[src/rtl/seq_calc_pkg.sv]
// seq_calc_pkg: shared encodings for the sequential calculator.
//   - opcode encodings carried on the op field
//   - control FSM state enum
//   - bit positions inside the one-hot op_flag output
//   - mode select for the shared shift/iterate datapath
package seq_calc_pkg;

  localparam int OP_W  = 3;
  localparam int OPF_W = 4;

  localparam logic [OP_W-1:0] OP_ADD = 3'd0;
  localparam logic [OP_W-1:0] OP_SUB = 3'd1;
  localparam logic [OP_W-1:0] OP_MUL = 3'd2;
  localparam logic [OP_W-1:0] OP_DIV = 3'd3;

  localparam int OPF_ADD = 0;
  localparam int OPF_SUB = 1;
  localparam int OPF_MUL = 2;
  localparam int OPF_DIV = 3;

  localparam logic MODE_MUL = 1'b0;
  localparam logic MODE_DIV = 1'b1;

  typedef enum logic [1:0] {
    IDLE = 2'd0,
    RUN  = 2'd1,
    FIN  = 2'd2
  } state_t;

endpackage

[src/rtl/seq_calc_if.sv]
// seq_calc_if: start/busy/done request bus of the sequential calculator.
//   master: start, op, a, b             (requester drives)
//   slave : busy, done, result, remainder, op_flag, div_by_zero, illegal_op
interface seq_calc_if
  import seq_calc_pkg::*;
#(
  parameter int WIDTH = 8
);
  localparam int RES_W = 2 * WIDTH;

  logic                start;
  logic [OP_W-1:0]     op;
  logic [WIDTH-1:0]    a;
  logic [WIDTH-1:0]    b;
  logic                busy;
  logic                done;
  logic [RES_W-1:0]    result;
  logic [WIDTH-1:0]    remainder;
  logic [OPF_W-1:0]    op_flag;
  logic                div_by_zero;
  logic                illegal_op;

  modport master (
    output start, op, a, b,
    input  busy, done, result, remainder, op_flag, div_by_zero, illegal_op
  );

  modport slave (
    input  start, op, a, b,
    output busy, done, result, remainder, op_flag, div_by_zero, illegal_op
  );

endinterface

[src/rtl/seq_calc_iter_unit.sv]
// seq_calc_iter_unit: shared one-bit-per-cycle shift datapath.
//   MODE_MUL: shift-add multiply of two unsigned WIDTH-bit operands.
//   MODE_DIV: restoring divide of two unsigned WIDTH-bit operands.
// Ports:
//   clk          clock
//   i_load       capture i_a/i_b and clear the partial accumulator
//   i_step       perform one iteration
//   i_mode       MODE_MUL / MODE_DIV
//   i_a, i_b     multiplicand/multiplier or dividend/divisor
//   o_prod_nxt   product after the current iteration (valid on the last step)
//   o_quo_nxt    quotient after the current iteration
//   o_rem_nxt    remainder after the current iteration
// The *_nxt outputs expose the value the current step is about to commit so
// the caller can register the final answer on the same edge as the last step.
module seq_calc_iter_unit
  import seq_calc_pkg::*;
#(
  parameter int WIDTH = 8
)(
  input  logic                 clk,
  input  logic                 i_load,
  input  logic                 i_step,
  input  logic                 i_mode,
  input  logic [WIDTH-1:0]     i_a,
  input  logic [WIDTH-1:0]     i_b,
  output logic [2*WIDTH-1:0]   o_prod_nxt,
  output logic [WIDTH-1:0]     o_quo_nxt,
  output logic [WIDTH-1:0]     o_rem_nxt
);

  // r_hi: partial product high half / partial remainder (one guard bit)
  // r_lo: multiplier being consumed / dividend shifting out, quotient in
  logic [WIDTH:0]     r_hi;
  logic [WIDTH-1:0]   r_lo;
  logic [WIDTH-1:0]   r_b;

  logic [WIDTH:0]     w_sum;
  logic [WIDTH:0]     w_shifted;
  logic [WIDTH+1:0]   w_diff;
  logic [WIDTH:0]     w_hi_nxt;
  logic [WIDTH-1:0]   w_lo_nxt;

  always_comb begin
    w_sum     = {1'b0, r_hi[WIDTH-1:0]} + {1'b0, (r_lo[0] ? r_b : '0)};
    w_shifted = {r_hi[WIDTH-1:0], r_lo[WIDTH-1]};
    w_diff    = {1'b0, w_shifted} - {2'b00, r_b};
    w_hi_nxt  = r_hi;
    w_lo_nxt  = r_lo;
    if (i_mode == MODE_MUL) begin
      // Add then shift the whole {hi,lo} pair right by one.
      w_hi_nxt = {1'b0, w_sum[WIDTH:1]};
      w_lo_nxt = {w_sum[0], r_lo[WIDTH-1:1]};
    end else if (w_diff[WIDTH+1]) begin
      // Trial subtraction borrowed: restore, quotient bit 0.
      w_hi_nxt = w_shifted;
      w_lo_nxt = {r_lo[WIDTH-2:0], 1'b0};
    end else begin
      w_hi_nxt = w_diff[WIDTH:0];
      w_lo_nxt = {r_lo[WIDTH-2:0], 1'b1};
    end
  end

  always_ff @(posedge clk) begin
    if (i_load) begin
      r_hi <= '0;
      r_lo <= i_a;
      r_b  <= i_b;
    end else if (i_step) begin
      r_hi <= w_hi_nxt;
      r_lo <= w_lo_nxt;
    end
  end

  assign o_prod_nxt = {w_hi_nxt[WIDTH-1:0], w_lo_nxt};
  assign o_quo_nxt  = w_lo_nxt;
  assign o_rem_nxt  = w_hi_nxt[WIDTH-1:0];

endmodule

[src/rtl/seq_calculator.sv]
// seq_calculator: multi-cycle add/sub/mul/div unit on a start/busy/done bus.
// Ports:
//   clk    system clock, rising edge
//   rst_n  synchronous active-low reset
//   bus    seq_calc_if.slave: start, op, a, b in; busy, done, result,
//          remainder, op_flag, div_by_zero, illegal_op out
// Build option: define SEQ_CALC_SIGNED_EN to treat a and b as two's
// complement (MUL/DIV on magnitudes with sign correction, quotient toward
// zero, remainder carries the dividend's sign). Default build is unsigned.
module seq_calculator
  import seq_calc_pkg::*;
#(
  parameter int WIDTH = 8
)(
  input  logic        clk,
  input  logic        rst_n,
  seq_calc_if.slave   bus
);

  localparam int RES_W = 2 * WIDTH;
  localparam int CNT_W = (WIDTH > 2) ? $clog2(WIDTH) : 1;

  function automatic logic [RES_W-1:0] ext_operand(input logic [WIDTH-1:0] v);
`ifdef SEQ_CALC_SIGNED_EN
    return {{WIDTH{v[WIDTH-1]}}, v};
`else
    return {{WIDTH{1'b0}}, v};
`endif
  endfunction

  function automatic logic [WIDTH-1:0] magnitude(input logic [WIDTH-1:0] v);
`ifdef SEQ_CALC_SIGNED_EN
    return v[WIDTH-1] ? (~v + 1'b1) : v;
`else
    return v;
`endif
  endfunction

  function automatic logic [RES_W-1:0] apply_sign_res(input logic [RES_W-1:0] v,
                                                      input logic neg);
    return neg ? (~v + 1'b1) : v;
  endfunction

  function automatic logic [WIDTH-1:0] apply_sign_rem(input logic [WIDTH-1:0] v,
                                                      input logic neg);
    return neg ? (~v + 1'b1) : v;
  endfunction

  state_t              r_state, w_state_nxt;
  logic [CNT_W-1:0]    r_cnt, w_cnt_nxt;
  logic                r_is_div;
  logic                r_neg_q;
  logic                r_neg_r;

  logic [RES_W-1:0]    r_result;
  logic [WIDTH-1:0]    r_remainder;
  logic [OPF_W-1:0]    r_op_flag;
  logic                r_div_by_zero;
  logic                r_illegal_op;

  logic                w_accept;
  logic                w_fin_fast;
  logic                w_fin_iter;
  logic [RES_W-1:0]    w_a_ext, w_b_ext;
  logic                w_neg_q, w_neg_r;

  logic                w_f_fast;
  logic                w_f_div;
  logic [RES_W-1:0]    w_f_result;
  logic [WIDTH-1:0]    w_f_rem;
  logic [OPF_W-1:0]    w_f_flag;
  logic                w_f_dbz;
  logic                w_f_ill;

  logic [RES_W-1:0]    w_prod_nxt;
  logic [WIDTH-1:0]    w_quo_nxt;
  logic [WIDTH-1:0]    w_rem_nxt;

  assign w_accept   = (r_state == IDLE) && bus.start;
  assign w_fin_fast = w_accept && w_f_fast;
  assign w_fin_iter = (r_state == RUN) && (r_cnt == '0);

  assign w_a_ext = ext_operand(bus.a);
  assign w_b_ext = ext_operand(bus.b);
`ifdef SEQ_CALC_SIGNED_EN
  assign w_neg_q = bus.a[WIDTH-1] ^ bus.b[WIDTH-1];
  assign w_neg_r = bus.a[WIDTH-1];
`else
  assign w_neg_q = 1'b0;
  assign w_neg_r = 1'b0;
`endif

  // Decode of the incoming request: single-cycle results and routing.
  always_comb begin
    w_f_fast   = 1'b0;
    w_f_div    = 1'b0;
    w_f_result = '0;
    w_f_rem    = '0;
    w_f_flag   = '0;
    w_f_dbz    = 1'b0;
    w_f_ill    = 1'b0;
    case (bus.op)
      OP_ADD: begin
        w_f_fast          = 1'b1;
        w_f_result        = w_a_ext + w_b_ext;
        w_f_flag[OPF_ADD] = 1'b1;
      end
      OP_SUB: begin
        w_f_fast          = 1'b1;
        w_f_result        = w_a_ext - w_b_ext;
        w_f_flag[OPF_SUB] = 1'b1;
      end
      OP_MUL: begin
        w_f_fast = 1'b0;
      end
      OP_DIV: begin
        w_f_div = 1'b1;
        if (bus.b == '0) begin
          w_f_fast          = 1'b1;
          w_f_result        = '1;
          w_f_rem           = bus.a;
          w_f_dbz           = 1'b1;
          w_f_flag[OPF_DIV] = 1'b1;
        end
      end
      default: begin
        w_f_fast = 1'b1;
        w_f_ill  = 1'b1;
      end
    endcase
  end

  seq_calc_iter_unit #(.WIDTH(WIDTH)) u_iter (
    .clk        (clk),
    .i_load     (w_accept),
    .i_step     (r_state == RUN),
    .i_mode     (w_accept ? (w_f_div ? MODE_DIV : MODE_MUL)
                          : (r_is_div ? MODE_DIV : MODE_MUL)),
    .i_a        (magnitude(bus.a)),
    .i_b        (magnitude(bus.b)),
    .o_prod_nxt (w_prod_nxt),
    .o_quo_nxt  (w_quo_nxt),
    .o_rem_nxt  (w_rem_nxt)
  );

  // Control FSM: next state and iteration counter.
  always_comb begin
    w_state_nxt = r_state;
    w_cnt_nxt   = r_cnt;
    case (r_state)
      IDLE: begin
        if (bus.start) begin
          if (w_f_fast) begin
            w_state_nxt = FIN;
          end else begin
            w_state_nxt = RUN;
            w_cnt_nxt   = CNT_W'(WIDTH - 1);
          end
        end
      end
      RUN: begin
        if (r_cnt == '0) w_state_nxt = FIN;
        else             w_cnt_nxt   = r_cnt - 1'b1;
      end
      FIN:     w_state_nxt = IDLE;
      default: w_state_nxt = IDLE;
    endcase
  end

  always_ff @(posedge clk) begin
    if (!rst_n) begin
      r_state <= IDLE;
      r_cnt   <= '0;
    end else begin
      r_state <= w_state_nxt;
      r_cnt   <= w_cnt_nxt;
    end
  end

  // Operation context kept for the iterative path.
  always_ff @(posedge clk) begin
    if (w_accept) begin
      r_is_div <= w_f_div;
      r_neg_q  <= w_neg_q;
      r_neg_r  <= w_neg_r;
    end
  end

  // Output registers: loaded only on the edge that enters FIN.
  always_ff @(posedge clk) begin
    if (!rst_n) begin
      r_result      <= '0;
      r_remainder   <= '0;
      r_op_flag     <= '0;
      r_div_by_zero <= 1'b0;
      r_illegal_op  <= 1'b0;
    end else if (w_fin_fast) begin
      r_result      <= w_f_result;
      r_remainder   <= w_f_rem;
      r_op_flag     <= w_f_flag;
      r_div_by_zero <= w_f_dbz;
      r_illegal_op  <= w_f_ill;
    end else if (w_fin_iter) begin
      r_div_by_zero <= 1'b0;
      r_illegal_op  <= 1'b0;
      r_op_flag     <= '0;
      if (r_is_div) begin
        r_result             <= apply_sign_res({{WIDTH{1'b0}}, w_quo_nxt}, r_neg_q);
        r_remainder          <= apply_sign_rem(w_rem_nxt, r_neg_r);
        r_op_flag[OPF_DIV]   <= 1'b1;
      end else begin
        r_result             <= apply_sign_res(w_prod_nxt, r_neg_q);
        r_remainder          <= '0;
        r_op_flag[OPF_MUL]   <= 1'b1;
      end
    end
  end

  assign bus.busy        = (r_state != IDLE);
  assign bus.done        = (r_state == FIN);
  assign bus.result      = r_result;
  assign bus.remainder   = r_remainder;
  assign bus.op_flag     = r_op_flag;
  assign bus.div_by_zero = r_div_by_zero;
  assign bus.illegal_op  = r_illegal_op;

endmodule

[src/flat_wrapper.sv]
// flat-port wrapper written by rule: the top's interface ports become plain ports
module seq_calculator_flat import seq_calc_pkg::*;
#(
  parameter int WIDTH = 8
)
  (clk, rst_n, bus_start, bus_op, bus_a, bus_b, bus_busy, bus_done, bus_result, bus_remainder, bus_op_flag, bus_div_by_zero, bus_illegal_op);
  seq_calc_if #(.WIDTH(WIDTH)) bus_i ();
  input  logic clk;
  input  logic rst_n;
  input wire logic [$bits(bus_i.start)-1:0] bus_start;
  input wire logic [$bits(bus_i.op)-1:0] bus_op;
  input wire logic [$bits(bus_i.a)-1:0] bus_a;
  input wire logic [$bits(bus_i.b)-1:0] bus_b;
  output wire logic [$bits(bus_i.busy)-1:0] bus_busy;
  output wire logic [$bits(bus_i.done)-1:0] bus_done;
  output wire logic [$bits(bus_i.result)-1:0] bus_result;
  output wire logic [$bits(bus_i.remainder)-1:0] bus_remainder;
  output wire logic [$bits(bus_i.op_flag)-1:0] bus_op_flag;
  output wire logic [$bits(bus_i.div_by_zero)-1:0] bus_div_by_zero;
  output wire logic [$bits(bus_i.illegal_op)-1:0] bus_illegal_op;
  assign bus_i.start = bus_start;
  assign bus_i.op = bus_op;
  assign bus_i.a = bus_a;
  assign bus_i.b = bus_b;
  assign bus_busy = bus_i.busy;
  assign bus_done = bus_i.done;
  assign bus_result = bus_i.result;
  assign bus_remainder = bus_i.remainder;
  assign bus_op_flag = bus_i.op_flag;
  assign bus_div_by_zero = bus_i.div_by_zero;
  assign bus_illegal_op = bus_i.illegal_op;
  seq_calculator #(.WIDTH(WIDTH)) u_core (.clk(clk), .rst_n(rst_n), .bus(bus_i));
endmodule
[config.mk]
export PLATFORM = sky130hd
export DESIGN_NAME = seq_calculator_flat
export DESIGN_NICKNAME = d
export VERILOG_FILES = /design/src/rtl/seq_calc_pkg.sv /design/src/rtl/seq_calc_if.sv /design/src/rtl/seq_calc_iter_unit.sv /design/src/rtl/seq_calculator.sv /design/src/flat_wrapper.sv
export SDC_FILE = /design/constraint.sdc
export NUM_CORES = 1
export LEC_CHECK = 0
export BUFFER_PORTS_ARGS = -buffer_cell sky130_fd_sc_hd__buf_2
export CAP_MARGIN = 40
export CELL_PAD_IN_SITES_DETAIL_PLACEMENT = 1
export CELL_PAD_IN_SITES_GLOBAL_PLACEMENT = 1
export CORE_ASPECT_RATIO = 0.5
export CORE_MARGIN = 2
export CORE_UTILIZATION = 48
export DETAILED_ROUTE_END_ITERATION = 8
export GPL_TIMING_DRIVEN = 0
export PLACE_DENSITY = 0.85
export SLEW_MARGIN = 20
export SYNTH_ARGS = -nofsm -noshare
export SYNTH_HDL_FRONTEND = slang
export SYNTH_SLANG_ARGS = --single-unit
[constraint.sdc]
create_clock -name clk -period 6.2 [get_ports clk]
set_input_delay 0.31 -clock clk [delete_from_list [all_inputs] [get_ports clk]]
set_output_delay 0.31 -clock clk [all_outputs]
set_load 0.005 [all_outputs]
==> impl_metrics.csv <==
group,metric,value,unit
power,power.switching,0.0004163,W
clock_network,root_buffer,"clkbuf_16",
clock_network,clk_latency,0.33,ns
routing,routed-wl-met2,7.372,mm
logic_synthesis,synth_seq_cells,60,
power,ir_drop,0.0001252,V
worst_hold_path,hold_class,"input pin to flip-flop",
cells_and_area,final_layout_size_suffix_gt1_frac,0.1653,
power,power_density,244.2,mW/mm2
worst_setup_path,critPathLaunchType,"flip-flop",
grt,grt_max_degree,19,
die,core,0.008889,mm2
routing,vias,4577,
timing,rsz0062_at_grt,"false",
logic_synthesis,synthDistinctLibCells,74,
logic_synthesis,yosysTopAreaCellShare,0.1920,
flow_run,maxCapViolCount,0,
clock_network,clk_path_buf_depth,2,
logic_synthesis,async_flop_share,0,
timing,tightest_slew,0.7585,ns
routing,drtIter0Drc,441,
grt,grt_usage,0.3220,
cells_and_area,layout_commonest_cell,"buf_2",
routing,highest_layer,"met4",
timing,slew_headroom,0.4925,
logic_synthesis,synth_ff_type,"dfxtp_1",
timing,finalClockSkew,0.007472,ns
routing,met1_length,7.197,mm
clock_network,cts_resized,0,
place,dp_slack,3.387,ns
die,dieWidth,140.7,um
die,initial_core_util,0.5045,
clock_network,tritoncts,"yes",
worst_setup_path,worstPathRequired,6.41,ns
cells_and_area,layout_common_cells,"buf_2, nand2_1, o21ai_0",
clock_network,cts_buffers,9,
grt,grt.overflow.total,0,
logic_synthesis,synth_area_leaders,"dfxtp_1, edfxtp_1, ha_1, o21ai_0, a21oi_1",
clock_network,cts_hold_buf,0,
grt,grt_first_pass_wirelength,24.82,mm
routing,ant_nets,0,
worst_setup_path,end_kind,"flip-flop",
worst_setup_path,cp.arrival,3.08,ns
timing,min_period_over_period,0.4619,
timing,finalCriticalPeriod,2.864,ns
worst_hold_path,worstHoldStart,"bus_b[2]",
cells_and_area,fillCellCount,1077,
routing,wl_per_cell,22.58,um
logic_synthesis,yosysTopAreaCell,"dfxtp_1",
die,die-area,0.01018,mm2
logic_synthesis,syn_area,0.004484,mm2
clock_network,post_cts_buffers,0,
routing,met3_length,1.240,mm
clock_network,cts.sinks,60,
place,dp_hpwl,12.12,mm
power,seqPwrFrac,0.372,
timing,setup_viol,0,
place,portBuffers,51,
worst_setup_path,worstSetupPathType,"flip-flop to flip-flop",
die,rows,24,
die,die_y,72.35,um
power,swShare,0.3304,
timing,final_hold_viol_count,0,
routing,firstDrtPassIters,5,
routing,finalWirelength,16.03,mm
worst_setup_path,r2r_start,"u_core.u_iter.r_lo[0]",
logic_synthesis,syn_nets,586,
timing,max_freq,349.2,MHz
power,internal_power,0.0008438,W
worst_setup_path,crit_fanout,10,
grt,grt_pass1_vias,4579,
status,status,"complete, no violations",
worst_setup_path,worstSetupStartpoint,"u_core.u_iter.r_lo[0]",
logic_synthesis,avgSynthCellArea,8.542,um2
logic_synthesis,syn_inst,525,
logic_synthesis,synth_edf_count,17,
place,place_congestion,0.9275,
logic_synthesis,synth-seq-area-share,0.3058,
routing,drcViolationCount,0,
timing,finalSetupTns,0,ns
routing,via_per_inst,6.446,
logic_synthesis,ys_warn_count,0,
timing,timing.final.ws_setup,3.336,ns
power,p_clk_frac,0.359,
cells_and_area,layout.nets,649,
clock_network,htreeDepth,3,
power,combPwrFrac,0.269,
power,leakage,2.305,nW
die,ios,54,
cells_and_area,antenna_cells,0,
cells_and_area,multi_input_area,0.002893,mm2
cells_and_area,synthToLayoutAreaGrowth,15.07,%
cells_and_area,regArea,0.001371,mm2
timing,slew_violations,0,
grt,antenna_found_initial,0,
clock_network,clk_pin_slew,0.05,ns
cell usage after synthesis, types with 11 or more instances:
| library cell | n |
|---|---|
| a211oi_1 | 11 |
| a21oi_1 | 40 |
| a31oi_1 | 11 |
| dfxtp_1 | 43 |
| edfxtp_1 | 17 |
| ha_1 | 35 |
| inv_1 | 32 |
| mux2i_1 | 12 |
| nand2_1 | 47 |
| nand3_1 | 17 |
| nor2_1 | 36 |
| o21ai_0 | 47 |
area by class of cell:
class                   instances  share of cell area
plain buffers                  19             0.01746
clock buffers                  13             0.04850
clock inverters                 3            0.002425
inverters                      34             0.02522
multi-input cells             412              0.5606
flip-flops and latches         60              0.2658
well taps                     117             0.02837
repair buffers                 52             0.05165
path summary, 6_finish.rpt:
| check | to | slack [ns] | cells past startpoint |
|---|---|---|---|
| hold reg to reg | u_core.bus.op_flag[0] | 0.45 | 2 |
| setup / recovery | u_core.bus.result[13] | 3.34 | 9 |
| setup reg to reg | u_core.bus.result[13] | 3.34 | 9 |
| hold / removal | u_core.u_iter.r_b[2] | 0.27 | 1 |
stage by stage:
| stage | cells | hold WS, ns | utilization | instance area, um2 | total power (W) |
|---|---|---|---|---|---|
| 2_1_floorplan | 525 | 0.4089 | - | 4484 | 0.0006819 |
| 3_3_place_gp | 693 | 0.4418 | 0.5497 | 4886 | 0.0007878 |
| 3_5_place_dp | 693 | 0.4514 | 0.5497 | 4886 | 0.0008009 |
| 4_1_cts | 709 | 0.2695 | 0.5793 | 5149 | 0.001247 |
| 5_1_grt | 710 | 0.2725 | 0.5805 | 5160 | 0.001306 |
| 6_report | 710 | 0.2715 | 0.5805 | 5160 | 0.001260 |
sequential cells by signal (all words and copies together), names as in the netlist:
signal	count
u_core.r_is_div	1
u_core.u_iter.r_lo	8
u_core.bus.illegal_op	1
u_core.bus.op_flag	4
u_core.bus.remainder	8
u_core.u_iter.r_hi	8
u_core.u_iter.r_b	8
u_core.r_state	2
u_core.r_cnt	3
u_core.bus.result	16
u_core.bus.div_by_zero	1
cells by family (layout without fill, tap and decap cells):
logic type      Yosys count  after routing  share of synthesized area
compound gates          191            191                     0.2913
buf+inv                  53            121                    0.04911
flops                    60             60                     0.3058
mux                      14             14                    0.03516
simple gates            161            161                     0.1895
xor+xnor                  7              7                    0.01367
fa+ha+maj                39             39                     0.1155
power groups by stage:
stage	Combinational, W	Clock [W]	Sequential [W]
after floorplan	0.000214	0	0.000468
after global placement	0.000313	0	0.000475
after detailed placement	0.000325	0	0.000476
after CTS	0.000331	0.000448	0.000468
after global routing	0.000368	0.000465	0.000473
final	0.000339	0.000453	0.000469
layer usage:
| layer | up-vias | track usage |
|---|---|---|
| met2 | 180 | 0.5496 |
| met3 | 24 | 0.06337 |
| met4 | 0 | 0.07222 |
| met1 | 2302 | 0.4298 |
| met5 | - | 0 |
| li1 | 2071 | - |
critical path, stage by stage (launching register included):
cell,delay (ns)
edfxtp_1,0.53
and2_1,0.21
ha_1,0.22
fa_1,0.44
a211oi_1,0.38
o21bai_1,0.16
a2111oi_2,0.37
a31oi_1,0.12
and3b_1,0.20
o2bb2ai_1,0.12
Power figures use the tool's default switching activity.
